==> src/rtl/vdp_host_bridge.sv <==
// CPU-to-VDP host bridge: posts CPU writes through a small FIFO and serialises
// them, together with blocking CPU reads, onto the VDP strobe/ready handshake.
module vdp_host_bridge #(
  parameter int FIFO_DEPTH = 4
) (
  input  logic        clk,
  input  logic        reset_n,
  input  logic        cpu_valid,
  input  logic        cpu_we,
  input  logic [5:0]  cpu_address,
  input  logic [15:0] cpu_wdata,
  output logic        cpu_ready,
  output logic [15:0] cpu_rdata,
  output logic [5:0]  host_address,
  output logic        host_write_en,
  output logic [15:0] host_write_data,
  output logic        host_read_en,
  input  logic [15:0] host_read_data,
  input  logic        vdp_ready,
  output logic        busy
);

  localparam int PTR_W = $clog2(FIFO_DEPTH);
  localparam logic [PTR_W:0] FULL_COUNT = (PTR_W + 1)'(FIFO_DEPTH);

  typedef enum logic [2:0] {
    IDLE,
    WRITE,
    WRITE_GAP,
    READ,
    READ_DONE
  } state_t;

  typedef struct packed {
    logic [5:0]  address;
    logic [15:0] data;
  } entry_t;

  entry_t           mem [FIFO_DEPTH];
  logic [PTR_W-1:0] wr_ptr;
  logic [PTR_W-1:0] rd_ptr;
  logic [PTR_W:0]   count;
  state_t           state;
  state_t           state_next;

  logic fifo_empty;
  logic fifo_full;
  logic push;
  logic pop;
  logic read_accept;
  logic read_done;

  assign fifo_empty = (count == '0);
  assign fifo_full  = (count == FULL_COUNT);

  // The !cpu_ready term stops a request still held high in its own
  // completion cycle from being taken a second time.
  assign push        = cpu_valid && cpu_we && !fifo_full && !cpu_ready;
  assign read_accept = cpu_valid && !cpu_we && !cpu_ready && fifo_empty && (state == IDLE);
  assign pop         = (state == WRITE) && vdp_ready;
  assign read_done   = (state == READ) && vdp_ready;
  assign busy        = !fifo_empty || (state != IDLE);

  // NOTE: non-blocking assignments so every register samples pre-edge values.
  always_ff @(posedge clk) begin
    if (!reset_n) state <= IDLE;
    else          state <= state_next;
  end

  always_comb begin
    // NOTE: defaults first so no path through the case can infer a latch.
    state_next    = state;
    host_write_en = 1'b0;
    host_read_en  = 1'b0;
    case (state)
      IDLE: begin
        if (!fifo_empty)      state_next = WRITE;
        else if (read_accept) state_next = READ;
      end
      WRITE: begin
        host_write_en = 1'b1;
        if (vdp_ready) state_next = WRITE_GAP;
      end
      WRITE_GAP: state_next = IDLE;
      READ: begin
        host_read_en = 1'b1;
        if (vdp_ready) state_next = READ_DONE;
      end
      READ_DONE: state_next = IDLE;
      default:   state_next = IDLE;
    endcase
  end

  // NOTE: storage is not reset; count and pointers alone define valid entries.
  always_ff @(posedge clk) begin
    if (push) mem[wr_ptr] <= {cpu_address, cpu_wdata};
  end

  always_ff @(posedge clk) begin
    if (!reset_n) begin
      wr_ptr          <= '0;
      rd_ptr          <= '0;
      count           <= '0;
      cpu_ready       <= 1'b0;
      cpu_rdata       <= '0;
      host_address    <= '0;
      host_write_data <= '0;
    end else begin
      if (push) wr_ptr <= wr_ptr + PTR_W'(1);
      if (pop)  rd_ptr <= rd_ptr + PTR_W'(1);
      case ({push, pop})
        2'b10:   count <= count + (PTR_W + 1)'(1);
        2'b01:   count <= count - (PTR_W + 1)'(1);
        default: count <= count;
      endcase

      cpu_ready <= push || read_done;
      if (read_done) cpu_rdata <= host_read_data;

      // The head stays in the FIFO until the VDP accepts it, so address and
      // data remain stable for the whole WRITE phase.
      if ((state == IDLE) && !fifo_empty) begin
        host_address    <= mem[rd_ptr].address;
        host_write_data <= mem[rd_ptr].data;
      end else if (read_accept) begin
        host_address <= cpu_address;
      end
    end
  end

endmodule

==> config.mk <==
export PLATFORM = sky130hd
export DESIGN_NAME = vdp_host_bridge
export DESIGN_NICKNAME = d
export VERILOG_FILES = /design/src/rtl/vdp_host_bridge.sv
export SDC_FILE = /design/constraint.sdc
export NUM_CORES = 1
export LEC_CHECK = 0
export CORE_MARGIN = 3
export CORE_UTILIZATION = 35
export CTS_CLUSTER_DIAMETER = 100
export CTS_CLUSTER_SIZE = 10
export DETAILED_ROUTE_END_ITERATION = 7
export PLACE_DENSITY_LB_ADDON = 0.05
export SLEW_MARGIN = 10
export SYNTH_ARGS = -nofsm -noshare
export SYNTH_HDL_FRONTEND = slang
export SYNTH_SLANG_ARGS = --single-unit
export TNS_END_PERCENT = 1
==> constraint.sdc <==
create_clock -name clk -period 3.6 [get_ports clk]
set_input_delay 0.36 -clock clk [delete_from_list [all_inputs] [get_ports clk]]
set_output_delay 0.36 -clock clk [all_outputs]
set_load 0.01 [all_outputs]
==> results.txt <==
The run finished with clean final reports. The met1 layer usage reported by global route is about 18%. The proportion of layout cells with a drive suffix above 1 came out at about 15%. The detail route stage leaves a number of antenna-violating nets equal to 0. Summed over all nets, the switching power comes to 1000 uW. After filler insertion, the fill cell instance count of the layout stands at roughly 1300. Setup repair after global routing left no endpoint under its margin.

The initial core utilization is between 30% and 40%. STA classifies the critical path startpoint as a flip-flop. The number of distinct library cell variants in the gate-level netlist after synthesis came out at 36. The endpoint with the worst hold slack is host_write_data[11]$_SDFFE_PN0P_. The number of detailed-routing iterations run before antenna repair is 4. The via count of the first global-routing pass came to approximately 3200. The x dimension of the die is 128 microns.

The transition time at the pin with the least slew margin is approximately 1.1 ns. The worst register-to-register path begins at count[0]$_SDFFE_PN0P_. The largest clock skew in the final design came out at roughly 0.0070 ns.

The wire length of the first global-routing pass came out at about 17000 microns. The routing usage on met3 is ~4.5%. The top-level port count is 85. The number of buffers added for setup after CTS came out at 0. Relative to the synthesized area, the layout overhead comes to 32.5%. The buffer depth of the longest clock path is 2.

TritonCTS built the clock tree. The number of cells in the design after placement came out at between 600 and 700. The end of the worst register-to-register path is count[2]$_SDFFE_PN0P_. The final sum of negative setup slack came out at 0 ns.

The clock transition at the register clock pins on the worst setup and hold paths after CTS is ~0.060 ns. The met2 layer usage reported by global route is 21.5%. The start point of the worst hold path is host_write_data[11]$_SDFFE_PN0P_.

The Yosys step of the flow raised 0 warnings. The worst hold path belongs to the class flip-flop to flip-flop. The average via count per standard cell came out at between 4 and 5. The placed cell area is between 6000 and 7000 sq um. The final design area excluding fillers is 6870 sq um. The total of max-cap violations is 0. Synthesis produced a netlist with a net count of between 400 and 500. The register share of total power came out at a little over two fifths. The total number of clock tree sinks came out at between 100 and 150. The number of CTS-inserted buffers came out at 17. The leakage power came out at between 0.002 and 0.0025 uW. The cell depth of the worst flop-to-flop path came out at 8. The net total in the final layout is approximately 500. At the worst endpoint, the arrival time is around 2.8 ns.

The internal power is 3370 uW. The cell sitting at the root of the clock tree is a sky130_fd_sc_hd__clkbuf_16. STA puts the critical path data required time at ~4.0 ns. The setup path with the least slack is of type flip-flop to flip-flop. The worst hold path depth came out at 2. The worst pin sits at a relative slew slack of between 20 and 30%. The total track usage came out at between 10% and 20%.

The average instance in the mapped netlist occupies about 15 sq um. The count of endpoints failing setup in the final report came out at 0. The floorplan step defined a core boundary enclosing about 14000 sq um. In this run, synthesis inferred 88 flip-flops with an integrated enable. Per report_power, the clock group accounts for around 44% of the total. The gate count after technology mapping came out at 357. Across all register-to-register paths, the minimum setup slack is about 1.2 ns.

The relative contribution of combinational cells to total power is about 13%. The initial antenna violation count came out at 0. In the final routed layout, each cell accounts on average for roughly 17 microns.

The highest net fanout along the worst path is 7. The number of hold violations in the final report is 0. The final cell count without fillers is ~640. The highest-utilization routing layer at the global route stage is met2. The residual overflow from global routing is 0. The final critical-path share of the clock period came out at between 60% and 70%. The maximum number of pins on one net before global-route repair is 45. For this run, design rule violations remaining after detail routing come to 0.

The total number of vias is a little over 3000. The power density relative to cell area came out at roughly 640 nW/um^2. The mapped cell area came out at 5180 sq um. The total die area came out at between 15000 and 20000 sq um.

Summed over all layers, the routed wires come to 10600 microns. The number of port buffers came out at 84. The height of the die is 128 microns.

The final core area utilization is between 40% and 50%. Derived from the worst setup path, the maximum achievable clock frequency is ~0.4 GHz. Among all flip-flop cells after synthesis, the most frequent one is sky130_fd_sc_hd__edfxtp_1. The HPWL after detailed placement came out at approximately 6300 microns. The number of gates resized after cts is 0. STA classifies the critical path endpoint as a flip-flop.

Row generation in the floorplan step produced 43 rows. In this run, post-CTS hold repair placed 0 buffers. Net switching is a little under a quarter of the power. The deepest level of the CTS H-tree came out at 4. The time the worst path needs with I/O delays and setup came out at between 2 and 2.5 ns. Across the VDD grid, the largest voltage drop is between 0.0004 and 0.0005 V.

The sequential cell area fraction in the yosys report came out at a little over two thirds. The count of inserted antenna diode cells is 0. The register bit total from synthesis is about 140. The weighted congestion reported at the end of routability-driven placement came out at ~0.68.

On the final layout, the worst hold slack is 0.452 ns. The fraction of synthesis flops using an asynchronous set or reset pin is 0%. The clock latency at the later pin of the worst-skew pair came out at between 0.4 and 0.5 ns. The max-slew violation total from the final report is 0. The number of DRC markers after the initial detailed-route iteration is roughly 130.
[routing by layer]
| metal | vias to the layer above | wire length, microns |
|---|---|---|
| li1 | 1489 | - |
| met1 | 1453 | 5050 |
| met2 | 79 | 4860 |
| met3 | 7 | 587 |
| met4 | 0 | 120 |
| met5 | - | 0 |
[worst max-delay path, stage by stage, from the launching register on]
cell                      delay (ns)
sky130_fd_sc_hd__dfxtp_1        0.45
sky130_fd_sc_hd__nor2_1         0.08
sky130_fd_sc_hd__a21oi_1        0.48
sky130_fd_sc_hd__inv_1          0.13
sky130_fd_sc_hd__ha_1           0.27
sky130_fd_sc_hd__fa_1           0.39
sky130_fd_sc_hd__xnor2_1        0.14
sky130_fd_sc_hd__or3_1          0.30
sky130_fd_sc_hd__a21oi_1        0.13
[flip-flops by register name, summed over array words and instances, names as in the netlist, named ones only]
name	cells
mem	88
wr_ptr	2
state	3
cpu_rdata	16
cpu_ready	1
count	3
host_write_data	16
rd_ptr	2
host_address	6
[cells in the final DEF (no fill, tap or decap), types with 2 or more instances in the layout]
cell / n
sky130_fd_sc_hd__inv_1: 3
sky130_fd_sc_hd__nand2b_1: 2
sky130_fd_sc_hd__edfxtp_1: 88
sky130_fd_sc_hd__nand2_1: 79
sky130_fd_sc_hd__xor2_1: 2
sky130_fd_sc_hd__and2_1: 6
sky130_fd_sc_hd__clkbuf_16: 17
sky130_fd_sc_hd__nor2_1: 13
sky130_fd_sc_hd__clkinv_4: 2
sky130_fd_sc_hd__a21oi_1: 35
sky130_fd_sc_hd__ha_1: 5
sky130_fd_sc_hd__a31oi_1: 6
sky130_fd_sc_hd__buf_4: 6
sky130_fd_sc_hd__clkbuf_8: 3
sky130_fd_sc_hd__bufinv_16: 5
sky130_fd_sc_hd__nor3_2: 2
sky130_fd_sc_hd__clkinv_2: 3
sky130_fd_sc_hd__mux2i_1: 2
sky130_fd_sc_hd__o21ai_0: 7
sky130_fd_sc_hd__mux4_2: 22
sky130_fd_sc_hd__clkdlybuf4s50_1: 84
sky130_fd_sc_hd__xnor2_1: 3
sky130_fd_sc_hd__dfxtp_1: 50
[logic make-up (layout without fill, tap and decap cells)]
kind of cell	Yosys count	count (layout)	synth area share (%)
DFF	139	139	70.7
and+or+nand+nor	111	111	9.46
AOI/OAI and AO/OA	51	51	5.43
muxes	24	24	9.95
buffers and inverters	21	126	2.03
adders and majority gates	6	6	1.59
xor gates and xnor gates	5	5	0.845
[power groups by stage]
| stage | registers [uW] | logic (uW) | clock network (uW) |
|---|---|---|---|
| after floorplan | 1900 | 324 | 0 |
| after global placement | 1900 | 601 | 0 |
| after detailed placement | 1910 | 603 | 0 |
| after CTS | 1870 | 605 | 1970 |
| after global routing | 1890 | 651 | 2030 |
| final | 1870 | 588 | 1920 |
[per-stage QoR]
| stage | power (uW) | setup slack, ns |
|---|---|---|
| global route | 4570 | 0.959 |
| finish | 4380 | 1.16 |
| CTS | 4440 | 1.14 |
| detailed placement | 2510 | 0.751 |
| floorplan | 2230 | 1.44 |
| global placement | 2500 | 0.846 |
[synthesized netlist by cell type (all sizes together), types with 3 or more instances]
cell,instances,share of area (%)
clkbuf,7,0.56
a31oi,6,0.72
nand2,79,5.7
xnor2,3,0.51
buf,10,1.2
nor3,3,0.48
nor2,13,0.94
dfxtp,51,20
edfxtp,88,51
and2,6,0.72
inv,3,0.22
ha,5,1.2
a21oi,35,3.4
o21ai,7,0.68
mux4,22,9.6
[worst max path at each step]
stage | from | endpoint | slack (ns) | cells past startpoint
global placement | cpu_we | count[2]$_SDFFE_PN0P_ | 0.85 | 9
finish | count[0]$_SDFFE_PN0P_ | count[2]$_SDFFE_PN0P_ | 1.16 | 8
detailed placement | cpu_we | count[2]$_SDFFE_PN0P_ | 0.75 | 9
floorplan | count[0]$_SDFFE_PN0P_ | count[2]$_SDFFE_PN0P_ | 1.44 | 8
CTS | count[0]$_SDFFE_PN0P_ | count[2]$_SDFFE_PN0P_ | 1.14 | 8
global route | count[0]$_SDFFE_PN0P_ | count[2]$_SDFFE_PN0P_ | 0.96 | 8
[area by class of cell]
cell class,instances,area [sq um],share of cell area [%]
clock buffers,21,470,6.85
clock inverters,11,190,2.77
inverters,4,15.0,0.219
multi-input cells,197,1410,20.6
flip-flops and latches,139,3660,53.4
well taps,180,225,3.28
repair buffers,90,886,12.9
No activity file was read; power rests on OpenSTA's default activity.
